===== config.mk =====
export PLATFORM = sky130hd
export DESIGN_NAME = mul16_seq
export DESIGN_NICKNAME = d
export VERILOG_FILES = /design/src/rtl/mul16_seq.sv
export SDC_FILE = /design/constraint.sdc
export NUM_CORES = 1
export LEC_CHECK = 0
export BUFFER_PORTS_ARGS = -buffer_cell sky130_fd_sc_hd__buf_4
export CORE_MARGIN = 4
export CORE_UTILIZATION = 25
export DETAILED_ROUTE_END_ITERATION = 8
export SYNTH_ARGS = -nofsm -noshare
export SYNTH_HDL_FRONTEND = slang
export SYNTH_SLANG_ARGS = --single-unit

===== constraint.sdc =====
create_clock -name clk -period 12.45 [get_ports clk]
set_input_delay 1.245 -clock clk [delete_from_list [all_inputs] [get_ports clk]]
set_output_delay 1.245 -clock clk [all_outputs]
set_load 0.005 [all_outputs]

===== src/rtl/mul16_seq.sv =====
// mul16_seq: sequential shift-and-add unsigned multiplier.
// One multiplier bit is examined per cycle (LSB first), so each operation
// spends exactly WIDTH cycles in RUN, then holds its result in DONE until
// the consumer takes it.
//
// Ports:
//   clk        sole clock, rising edge
//   reset      synchronous, active-high
//   in_valid   operand pair a/b presented
//   in_ready   block accepts operands this cycle (IDLE only)
//   a, b       unsigned multiplicand / multiplier
//   out_valid  product/overflow hold a completed result (DONE only)
//   out_ready  consumer accepts the result this cycle
//   product    low WIDTH bits of a*b
//   overflow   high WIDTH bits of a*b are nonzero
module mul16_seq #(
  parameter int WIDTH = 16
) (
  input  logic             clk,
  input  logic             reset,
  input  logic             in_valid,
  output logic             in_ready,
  input  logic [WIDTH-1:0] a,
  input  logic [WIDTH-1:0] b,
  output logic             out_valid,
  input  logic             out_ready,
  output logic [WIDTH-1:0] product,
  output logic             overflow
);

  localparam int CW = $clog2(WIDTH);

  typedef enum logic [1:0] {IDLE, RUN, DONE} state_t;

  state_t               state, state_nxt;
  logic [WIDTH-1:0]     a_q, b_q;
  logic [2*WIDTH-1:0]   acc, addend, sum;
  logic [CW-1:0]        cnt;
  logic                 last;
  logic                 carry;

  assign last      = (cnt == CW'(WIDTH - 1));
  assign in_ready  = (state == IDLE);
  assign out_valid = (state == DONE);

  // State register
  always_ff @(posedge clk) begin
    if (reset) state <= IDLE;
    else       state <= state_nxt;
  end

  // Next-state logic
  always_comb begin
    state_nxt = state;
    case (state)
      IDLE:    if (in_valid)  state_nxt = RUN;
      RUN:     if (last)      state_nxt = DONE;
      DONE:    if (out_ready) state_nxt = IDLE;
      default:                state_nxt = IDLE;
    endcase
  end

  // Partial product for the current multiplier bit, aligned to its weight.
  always_comb begin
    addend = '0;
    if (b_q[cnt]) addend = {{WIDTH{1'b0}}, a_q} << cnt;
  end

  // Full-width ripple-carry adder: accumulator + partial product.
  always_comb begin
    sum   = '0;
    carry = 1'b0;
    for (int i = 0; i < 2*WIDTH; i++) begin
      sum[i] = acc[i] ^ addend[i] ^ carry;
      carry  = (acc[i] & addend[i]) | (carry & (acc[i] ^ addend[i]));
    end
  end

  // Datapath. product/overflow only change on the last RUN cycle, so they
  // keep the last delivered result through DONE and the following IDLE.
  always_ff @(posedge clk) begin
    if (reset) begin
      a_q      <= '0;
      b_q      <= '0;
      acc      <= '0;
      cnt      <= '0;
      product  <= '0;
      overflow <= 1'b0;
    end else begin
      case (state)
        IDLE: begin
          if (in_valid) begin
            a_q <= a;
            b_q <= b;
            acc <= '0;
            cnt <= '0;
          end
        end
        RUN: begin
          acc <= sum;
          cnt <= last ? '0 : cnt + CW'(1);
          if (last) begin
            product  <= sum[WIDTH-1:0];
            overflow <= |sum[2*WIDTH-1:WIDTH];
          end
        end
        default: ;
      endcase
    end
  end

endmodule


**Word-level counts from Yosys, hierarchy flattened**

Index checks and enable logic that the tools add are counted.

- Equal/unequal tests: 6
- Bitwise gates (word level): 154
- $mul: 0
- Shifts and indexed selects: 1
- Muxes and demuxes: 12
- Reduce and logical (&&, ||, !) cells: 7
- $add $sub $neg: 1
- $lt $le $gt $ge: 1
- Div/mod/pow operators: 0

Operator list:

| operator | count |
|---|---|
| $mux 32 | 2 |
| $pmux 32 s2 | 1 |
| $xor 1x1->1 | 63 |
| $and 1x1->1 | 61 |
| $shl 16x4->32 | 1 |
| $or 1x1->1 | 30 |
| $reduce_or 16->1 | 1 |
| $mux 4 | 2 |
| $pmux 4 s2 | 1 |
| $mux 2 | 3 |
| $pmux 2 s3 | 1 |
| $reduce_and 2->1 | 3 |
| $lt 4x5->1 const B | 1 |
| $add 4x1->4 const B | 1 |
| $bmux 1 s4 | 1 |
| $eq 4x4->1 const B | 1 |
| $ne 2x2->1 const B | 2 |
| $reduce_and 3->1 | 1 |
| $eq 2x1->1 const B | 1 |
| $eq 2x2->1 const B | 1 |
| $logic_not 2->1 | 1 |
| $ne 2x1->1 const B | 1 |
| $reduce_bool 2->1 | 1 |
| $mux 1 | 1 |

- Bits in read-only memories: 0
- Register bits after elaboration: 87
- Memories kept: 0
- Latch bits: 0
- Memory bits (writable): 0

**Depth between registers and ports, before layout**

Gate-level depths: netlist of run 1.

- Depth after elaboration: 66
- Depth in mapped cells: 44

**Worst setup path after synthesis of run 1**

OpenSTA, ideal clock, no wires.

- Path type: register -> register
- Start point: register cnt[0]
- End point: register overflow
- Clock period less this slack: 11.324 ns
- Setup slack: 1.126 ns
- Buffers on the path: 3
- Cell stages (with the launch flop): 45
- Arrival: 11.193 ns
- Cells stage by stage: dfxtp_1 > buf_6 > buf_2 > buf_2 > nand3b_1 > nor2_1 > ha_1 > inv_1 > fa_1 > fa_1 > fa_1 > fa_1 > fa_1 > fa_1 > fa_1 > inv_1 > fa_1 > fa_1 > [... 9 more ...] > fa_1 > fa_1 > fa_1 > fa_1 > inv_1 > fa_1 > fa_1 > fa_1 > fa_1 > fa_1 > fa_1 > fa_1 > inv_1 > fa_1 > xnor2_1 > nand3_1 > nor4_1 > nor3_1

- Longest elaborated chain between the ends: 66

RTL lines:

| item | RTL line | RTL |
|---|---|---|
| from (decl) | 38 | `logic [CW-1:0] cnt;` |
| from (signal assigned) | 101 | `cnt <= last ? '0 : cnt + CW'(1);` |
| $bmux 1 s4 | 66 | `if (b_q[cnt]) addend = {{WIDTH{1'b0}}, a_q} << cnt;` |
| $mux 1 (not written as such) | 66 |  |
| $mux 32 | 66 |  |
| $and 1x1->1 / $xor 1x1->1 (equally long branches) | 75 | `carry = (acc[i] & addend[i]) \| (carry & (acc[i] ^ addend[i]));` |
| $and 1x1->1 | 75 |  |
| $or 1x1->1 | 75 |  |
| $and 1x1->1 | 75 |  |
| $or 1x1->1 | 75 |  |
| [... 50 more ...] | - |  |
| $and 1x1->1 | 75 |  |
| $or 1x1->1 | 75 |  |
| $and 1x1->1 | 75 |  |
| $or 1x1->1 | 75 |  |
| $and 1x1->1 | 75 |  |
| $or 1x1->1 | 75 |  |
| $xor 1x1->1 | 74 | `sum[i] = acc[i] ^ addend[i] ^ carry;` |
| $reduce_or 16->1 | 104 | `overflow <= \|sum[2*WIDTH-1:WIDTH];` |
| to (signal assigned) | 104 |  |
| to (decl) | 28 | `output logic overflow` |

Several ways; a longest one is shown, not always the timed one. The select of a mux whose other input is x is not followed.
A chain may end at the register's enable or synchronous reset.

**Worst setup path after layout of run 1**

- Start point: register cnt[1]
- End point: register overflow

The elaborated chain is that of the path after synthesis.

==> flow_summary.json, run 1 <==
{
  "drv_cap": 0,
  "io_pins": 55,
  "synth-edff-count": 0,
  "async_reset_ff_share_pct": 0,
  "hpwl_microns": 9410,
  "worst-path-max-fanout": 20,
  "hold_end": "b_q[6]",
  "final_cells": 898,
  "rows": 51,
  "die_width_microns": 150,
  "holdCritPathClass": "reg -> reg",
  "h-tree-depth": 3,
  "grt_pass1_wl_microns": 22000,
  "grt_pass1_vias": 4200,
  "reg2regPathDepth": 39,
  "crit-reg2reg-launch": "cnt[1]",
  "syn2layout_area_growth_pct": 18.1,
  "firstDrtPassIters": 5,
  "r2r_slack_ns": 0.74,
  "intPower_w": 0.000483,
  "synth_top_flop_cell": "dfxtp_1",
  "max_freq_mhz": 85.4,
  "syn-num-nets": 668,
  "clockPowerShare_pct": 42.9,
  "relSlewSlack_pct": 32.6,
  "yosys_warnings": 0,
  "cp.required_ns": 12.64,
  "syn_area_per_cell_sq_um": 8.44,
  "seq_area_frac_synth_pct": 34.4,
  "tns_ns": 0,
  "numPortBuffers": 54,
  "gp_routability_congestion": 0.897,
  "grt_max_degree": 88,
  "cts_root_buf": "clkbuf_16",
  "synthCells": 600,
  "slew_violations": 0,
  "critical_path_class": "reg -> reg",
  "p_switching_w": 0.000168,
  "end_kind": "flop",
  "drc": 0,
  "drive_above_1_share_pct": 18.0,
  "clock_sinks": 87,
  "start_util_pct": 25.7,
  "antenna_found_initial": 0,
  "fin_skew_ns": 0.00707,
  "final_nets": 696,
  "die_h_microns": 150,
  "powerDensity_nw_per_um2": 109,
  "cp_data_arrival_time_ns": 11.90,
  "path_clk_slew_ns": 0.06,
  "share_comb_of_total_power_pct": 11.9,
  "ys_ff_latch": 87,
  "netlist-cell-type-count": 50,
  "viasPerCell": 4.76,
  "critPathMaxStageDelay_ns": 0.50,
  "setup_viol": 0,
  "cp-start-kind": "flop",
  "wire_per_inst_microns": 14.7,
  "holdWs_ns": 0.452,
  "clk_latency_ns": 0.34,
  "ctsLongestPathBuffers": 2,
  "max-vdd-ir-drop_mv": 0.0620,
  "r2r_end": "overflow",
  "dieArea_sq_um": 22600,
  "rsz0062_at_grt": "no",
  "grt_use_total_pct": 12.1,
  "ys_top_cells_by_area": "dfxtp_1 (34%), fa_1 (12%), nand2_1 (9.0%)",
  "hold_start": "b_q[6]",
  "synth_area_sq_um": 5060,
  "core_area_sq_um": 19700,
  "wirelength_microns": 13200,
  "synth_top_cell_by_area": "dfxtp_1",
  "pwr-share-seq_pct": 45.2,
  "tightest_slew_ns": 1.01,
  "status": "complete, no violations",
  "period_minus_slack_ns": 11.71,
  "vias": 4274,
  "placed_cells": 882,
  "cts_tree": "done",
  "gr-total-overflow": 0,
  "cts_buffers": 9,
  "cts_resized": 0,
  "postCtsSetupBuffers": 0,
  "postCtsHoldBufs": 0,
  "drt-initial-drc-count": 392,
  "cpMostUsedCell": "fa_1",
  "n_fill_cell": 2146,
  "worstHoldPathCells": 2,
  "synth_top_area_share_pct": 34.4,
  "post-route-period-util_pct": 94.1,
  "slowest_stage": "dfxtp_2",
  "hold_viol_final": 0,
  "diodes": 0,
  "swShare_pct": 25.8,
  "p_leak_nw": 2.08,
  "postRouteAntennaNets": 0
}
## state kept, by name (all words and copies together), names as in the netlist
signal / cells
b_q: 16
product: 16
acc: 32
cnt: 4
overflow: 1
state: 2
a_q: 16
## cells in the mapped netlist (7+ instances only)
master / n
nand2_1: 122
dfxtp_1: 87
a21oi_1: 71
nor2_1: 56
clkbuf_1: 31
fa_1: 30
nand3_1: 26
inv_1: 20
mux2i_1: 17
a211oi_1: 16
a31oi_1: 16
mux2_2: 11
mux4_2: 9
buf_2: 7
## logic make-up (layout without fill, tap and decap cells)
family | count (synthesis) | in the layout | synth area share (%)
buf+inv | 67 | 100 | 6.11
xor+xnor | 1 | 1 | 0.173
fa+ha+maj | 32 | 32 | 12.4
mux | 37 | 37 | 9.81
simple gates | 245 | 245 | 21.1
flops | 87 | 87 | 34.4
compound gates | 131 | 131 | 16.0
## per-stage QoR
step                      utilization, %  setup slack [ns]  area, sq um  power (W)
after floorplan                        -              1.13         5060   0.000351
after CTS                           30.2             0.482         5950   0.000656
after global placement              28.6             0.820         5640   0.000376
final                               30.3             0.735         5980   0.000651
after global routing                30.3            0.0350         5980   0.000678
after detailed placement            28.6             0.491         5640   0.000376
## final cells by class
| class | count | area (sq um) | share of cell area [%] |
|---|---|---|---|
| Multi-Input combinational cell | 446 | 3030 | 50.7 |
| Sequential cell | 87 | 1740 | 29.2 |
| Tap cell | 265 | 332 | 5.55 |
| Clock inverter | 5 | 56.3 | 0.942 |
| Clock buffer | 11 | 253 | 4.23 |
| Inverter | 21 | 78.8 | 1.32 |
| Timing Repair Buffer | 63 | 485 | 8.12 |
## placed cells by master, fill, tap and decap left out, types with 2 or more instances in the layout
master / n
and3_1: 2
a211oi_1: 16
clkbuf_16: 9
o211ai_1: 2
o21ai_0: 3
nand2b_1: 5
a31oi_1: 16
or2_2: 4
nand3_1: 26
mux2i_1: 15
mux2i_2: 2
a22oi_1: 4
fa_1: 30
mux4_2: 9
nor2_1: 55
a211o_1: 3
buf_4: 62
clkbuf_8: 2
dfxtp_1: 85
o2111ai_1: 3
mux2_2: 11
nor2_2: 2
dfxtp_2: 2
nor3_1: 6
nand2_1: 121
nand3b_1: 3
nor4_1: 2
nor3b_1: 2
nor2b_1: 6
ha_1: 2
clkinv_2: 2
and2_1: 4
a21oi_1: 71
inv_1: 20
o221a_1: 3
## worst max-delay path: cells and delay by family, from the launching register on
family,cells,cell delay [ns]
AOI/OAI and AO/OA,2,0.33
adders and majority gates,27,9.03
xor gates and xnor gates,1,0.21
DFF,1,0.50
and+or+nand+nor,4,0.62
muxes,1,0.35
buffers and inverters,4,0.54
## power by group through the flow
stage                     clock (W)  sequential (W)  combinational [W]
after global placement            0        0.000300          0.0000762
after detailed placement          0        0.000300          0.0000763
after floorplan                   0        0.000296          0.0000543
after CTS                  0.000286        0.000294          0.0000767
final                      0.000279        0.000294          0.0000776
after global routing       0.000297        0.000295          0.0000860
## layer usage
metal  vias to the layer above  part of all wire [%]  GRT usage, %
li1                       2118                     -             -
met1                      2025                    51          17.8
met2                       114                    42          17.6
met3                        17                   5.6          3.10
met4                         0                   1.5          3.16
met5                         -                     0             0
## how the worst max path moves through the flow
stage | from | endpoint | slack, ns | cells after the start
floorplan | cnt[0] | overflow | 1.13 | 44
global placement | cnt[1] | overflow | 0.82 | 42
detailed placement | cnt[1] | overflow | 0.49 | 39
CTS | cnt[1] | overflow | 0.48 | 39
global route | cnt[1] | overflow | 0.04 | 42
finish | cnt[1] | overflow | 0.74 | 39
Power figures use the tool's default switching activity.
==> run 2: changes to the inputs <==
PLACE_DENSITY = 0.43   (was unset)
==> flow_summary.json, run 2 (synthesis results as in run 1) <==
{
  "diodes": 0,
  "p_switching_w": 0.000165,
  "tns_ns": 0,
  "final_nets": 696,
  "viasPerCell": 4.68,
  "rows": 51,
  "grt_max_degree": 88,
  "status": "complete, no violations",
  "final_area_sq_um": 5990,
  "drc": 0,
  "die_width_microns": 150,
  "share_comb_of_total_power_pct": 11.6,
  "intPower_w": 0.000499,
  "ctsLongestPathBuffers": 2,
  "p_leak_nw": 2.09,
  "cts_buffers": 9,
  "postRouteAntennaNets": 0,
  "clk_latency_ns": 0.35,
  "critical-path-top-delay-family": "adder cells",
  "wirelength_microns": 13500,
  "holdCritPathClass": "reg -> reg",
  "clock_sinks": 87,
  "core_area_sq_um": 19700,
  "critPathBufInv": 4,
  "clockPowerShare_pct": 44.2,
  "cpMostUsedCell": "fa_1",
  "relSlewSlack_pct": 34.0,
  "cp.required_ns": 12.65,
  "drive_above_1_share_pct": 17.7,
  "hpwl_microns": 9650,
  "drv_cap": 0,
  "start_util_pct": 25.7,
  "drt-initial-drc-count": 236,
  "grt_pass1_wl_microns": 22500,
  "critPathMaxStageDelay_ns": 0.44,
  "largest_reg_flops": 32,
  "layout_commonest_cell": "nand2_1",
  "swShare_pct": 24.9,
  "cts_tree": "done",
  "slowest_stage": "fa_1",
  "gp_routability_congestion": 0.912,
  "numPortBuffers": 54,
  "syn2layout_area_growth_pct": 18.3,
  "max-vdd-ir-drop_mv": 0.0624,
  "grt_use_total_pct": 12.6,
  "gr-total-overflow": 0,
  "vias": 4207,
  "hold_viol_final": 0,
  "rsz0062_at_grt": "no",
  "max_freq_mhz": 86.2,
  "place_area_sq_um": 5640,
  "io_pins": 55,
  "setup_viol": 0,
  "firstDrtPassIters": 4,
  "powerDensity_nw_per_um2": 111,
  "cts_root_buf": "clkbuf_16",
  "final_cell_mix": "nand2_1 (121), dfxtp_1 (86), a21oi_1 (71)",
  "h-tree-depth": 3,
  "dieArea_sq_um": 22600,
  "fin_skew_ns": 0.0112,
  "cp_data_arrival_time_ns": 11.79,
  "critical_path_class": "reg -> reg",
  "tightest_slew_ns": 0.989,
  "period_minus_slack_ns": 11.60,
  "end_kind": "flop",
  "post-route-period-util_pct": 93.1,
  "grt_pass1_vias": 4171,
  "worst-path-max-fanout": 3,
  "pwr-share-seq_pct": 44.1,
  "cp-start-kind": "flop",
  "die_h_microns": 150,
  "wire_per_inst_microns": 15.0,
  "path_clk_slew_ns": 0.07,
  "antenna_found_initial": 0,
  "regMostFlops": "acc",
  "slew_violations": 0
}
run 2: tightest hold or removal path: stages, from the launching register on:
cell,delay (ns)
dfxtp_1,0.31
nand2_1,0.05
a21oi_1,0.05
run 2: repair_timing:
action                                  CTS  global route
hold buffers                              0             0
hold endpoints to repair                  0             0
setup buffers                             0             0
gates resized for setup                   0             4
endpoints found under the setup margin    0             1
run 2: power groups by stage:
| stage | Combinational (W) | Sequential, W | Clock, W |
|---|---|---|---|
| final | 0.0000773 | 0.000293 | 0.000293 |
| after floorplan | 0.0000543 | 0.000296 | 0 |
| after global routing | 0.0000856 | 0.000294 | 0.000314 |
| after global placement | 0.0000771 | 0.000299 | 0 |
| after CTS | 0.0000774 | 0.000293 | 0.000304 |
| after detailed placement | 0.0000771 | 0.000299 | 0 |
run 2: cell type report:
class                   count  area [sq um]
well taps                 265           332
inverters                  21          78.8
repair buffers             63           477
clock inverters             2          35.0
fillers                  2139         13700
clock buffers              14           294
flip-flops and latches     87          1740
multi-input cells         446          3030
run 2: stage by stage:
step | power [W] | setup WS, ns | cells | hold slack, ns | utilization, %
after floorplan | 0.000351 | 1.13 | 600 | 0.433 | -
after global placement | 0.000376 | 0.712 | 882 | 0.446 | 28.6
after detailed placement | 0.000377 | 0.571 | 882 | 0.447 | 28.6
after CTS | 0.000674 | 0.550 | 898 | 0.456 | 30.3
after global routing | 0.000694 | 0.0152 | 898 | 0.469 | 30.4
final | 0.000664 | 0.853 | 898 | 0.454 | 30.4
run 2: layer usage:
layer | track usage (%) | up-vias | wire length [microns]
li1 | - | 2108 | -
met1 | 18.8 | 2007 | 7140
met2 | 18.1 | 81 | 5660
met3 | 2.74 | 11 | 500
met4 | 3.57 | 0 | 161
met5 | 0 | - | 0
run 2: path summary, 6_finish.rpt:
| kind | startpoint | endpoint | slack (ns) | depth (start not counted) |
|---|---|---|---|---|
| min | product[10] | product[10] | 0.45 | 2 |
| max reg2reg | cnt[0] | overflow | 0.85 | 42 |
| max | cnt[0] | overflow | 0.85 | 42 |
| min reg2reg | product[10] | product[10] | 0.45 | 2 |
==> run 3: changes to the inputs <==
HOLD_SLACK_MARGIN = 0.02   (was unset)
RECOVER_POWER = 50   (was unset)
==> flow_summary.json, run 3 (synthesis results as in run 1) <==
{
  "final_nets": 696,
  "powerDensity_nw_per_um2": 111,
  "rows": 51,
  "drc": 0,
  "tns_ns": 0,
  "h-tree-depth": 3,
  "cts_tree": "done",
  "die_h_microns": 150,
  "violations": "capacitance limit, slew limit",
  "drive_above_1_share_pct": 17.2,
  "wire_per_inst_microns": 14.9,
  "hpwl_microns": 9650,
  "io_pins": 55,
  "rsz0062_at_grt": "no",
  "setup_viol": 0,
  "grt_pass1_wl_microns": 22500,
  "regMostFlops": "acc",
  "clk_latency_ns": 0.35,
  "postLayoutCoreUtil_pct": 30.3,
  "grt_max_degree": 88,
  "start_util_pct": 25.7,
  "max_freq_mhz": 86.3,
  "firstDrtPassIters": 4,
  "p_leak_nw": 2.07,
  "intPower_w": 0.000498,
  "fin_skew_ns": 0.0112,
  "syn2layout_area_growth_pct": 18.1,
  "wirelength_microns": 13400,
  "worst-path-max-fanout": 3,
  "gp_routability_congestion": 0.912,
  "pwr-share-seq_pct": 44.2,
  "viasPerCell": 4.70,
  "drv_cap": 1,
  "final_cell_mix": "nand2_1 (122), dfxtp_1 (86), a21oi_1 (71)",
  "final_cells": 898,
  "core_area_sq_um": 19700,
  "die_width_microns": 150,
  "grt_pass1_vias": 4171,
  "ctsLongestPathBuffers": 2,
  "cts_buffers": 9,
  "share_comb_of_total_power_pct": 11.6,
  "dieArea_sq_um": 22600,
  "critPathMaxStageDelay_ns": 0.44,
  "clock_sinks": 87,
  "period_minus_slack_ns": 11.59,
  "holdCritPathClass": "reg -> reg",
  "placed_cells": 882,
  "cp-start-kind": "flop",
  "layout_commonest_cell": "nand2_1",
  "hold_viol_final": 0,
  "max-vdd-ir-drop_mv": 0.0624,
  "antenna_found_initial": 0,
  "tightest_slew_ns": 2.89,
  "drt-initial-drc-count": 227,
  "slowest_stage": "fa_1",
  "grt_use_total_pct": 12.6,
  "end_kind": "flop",
  "vias": 4219,
  "gr-total-overflow": 0,
  "setup_ws_ns": 0.857,
  "critical_path_class": "reg -> reg",
  "clockPowerShare_pct": 44.3,
  "post-route-period-util_pct": 93.1,
  "relSlewSlack_pct": -92.6,
  "cp.required_ns": 12.65,
  "diodes": 0,
  "p_switching_w": 0.000165,
  "cp_data_arrival_time_ns": 11.79,
  "swShare_pct": 24.8,
  "dpl_worst_slack_ns": 0.571,
  "largest_reg_flops": 32,
  "cpMostUsedCell": "fa_1",
  "cts_root_buf": "clkbuf_16",
  "postRouteAntennaNets": 0,
  "path_clk_slew_ns": 0.07,
  "numPortBuffers": 54,
  "status": "complete, but fails checks",
  "slew_violations": 65
}
## run 3: per-stage QoR
step	instance area [sq um]	total power (W)	hold WS [ns]
5_1_grt	5980	0.000694	0.469
2_1_floorplan	5060	0.000351	0.433
4_1_cts	5970	0.000674	0.456
6_report	5980	0.000663	0.452
3_3_place_gp	5640	0.000376	0.446
3_5_place_dp	5640	0.000377	0.447
## run 3: final cells by class
cell class / count / area (sq um)
Sequential cell: 87 / 1740
Timing Repair Buffer: 63 / 469
Fill cell: 2143 / 13700
Tap cell: 265 / 332
Multi-Input combinational cell: 446 / 3020
Inverter: 21 / 78.8
Clock buffer: 14 / 294
Clock inverter: 2 / 35.0
## run 3: worst max-delay path, delay by kind of cell, from the launching register on
kind / cells / cell delay, ns
adder cells (fa/ha/maj): 31 / 9.67
AND/OR/NAND/NOR: 4 / 0.49
AO/OA/AOI/OAI: 1 / 0.19
flip-flops: 1 / 0.34
XOR/XNOR: 1 / 0.21
buffers and inverters: 4 / 0.24
multiplexers: 1 / 0.30
## run 3: worst paths after layout
| check | to | slack [ns] | depth (start not counted) | start |
|---|---|---|---|---|
| worst max-delay path | overflow | 0.86 | 42 | cnt[0] |
| worst max register to register | overflow | 0.86 | 42 | cnt[0] |
| worst min register to register | product[15] | 0.45 | 2 | product[15] |
| worst min-delay path | product[15] | 0.45 | 2 | product[15] |
## run 3: layer usage
layer | up-vias | wire [microns] | GRT usage (%)
li1 | 2112 | - | -
met1 | 2021 | 6910 | 18.8
met2 | 73 | 5680 | 18.1
met3 | 13 | 600 | 2.74
met4 | 0 | 180 | 3.57
met5 | - | 0 | 0
## run 3: power groups by stage
stage	registers, W	clock network (W)	logic (W)
6_report	0.000293	0.000293	0.0000767
5_1_grt	0.000294	0.000314	0.0000854
4_1_cts	0.000293	0.000304	0.0000774
3_5_place_dp	0.000299	0	0.0000771
3_3_place_gp	0.000299	0	0.0000771
2_1_floorplan	0.000296	0	0.0000543
## run 3: timing repair
action / CTS / global route
setup endpoints to repair: 0 / 1
hold buffers: 0 / 0
gates resized for setup: 0 / 4
buffers inserted: 0 / 0
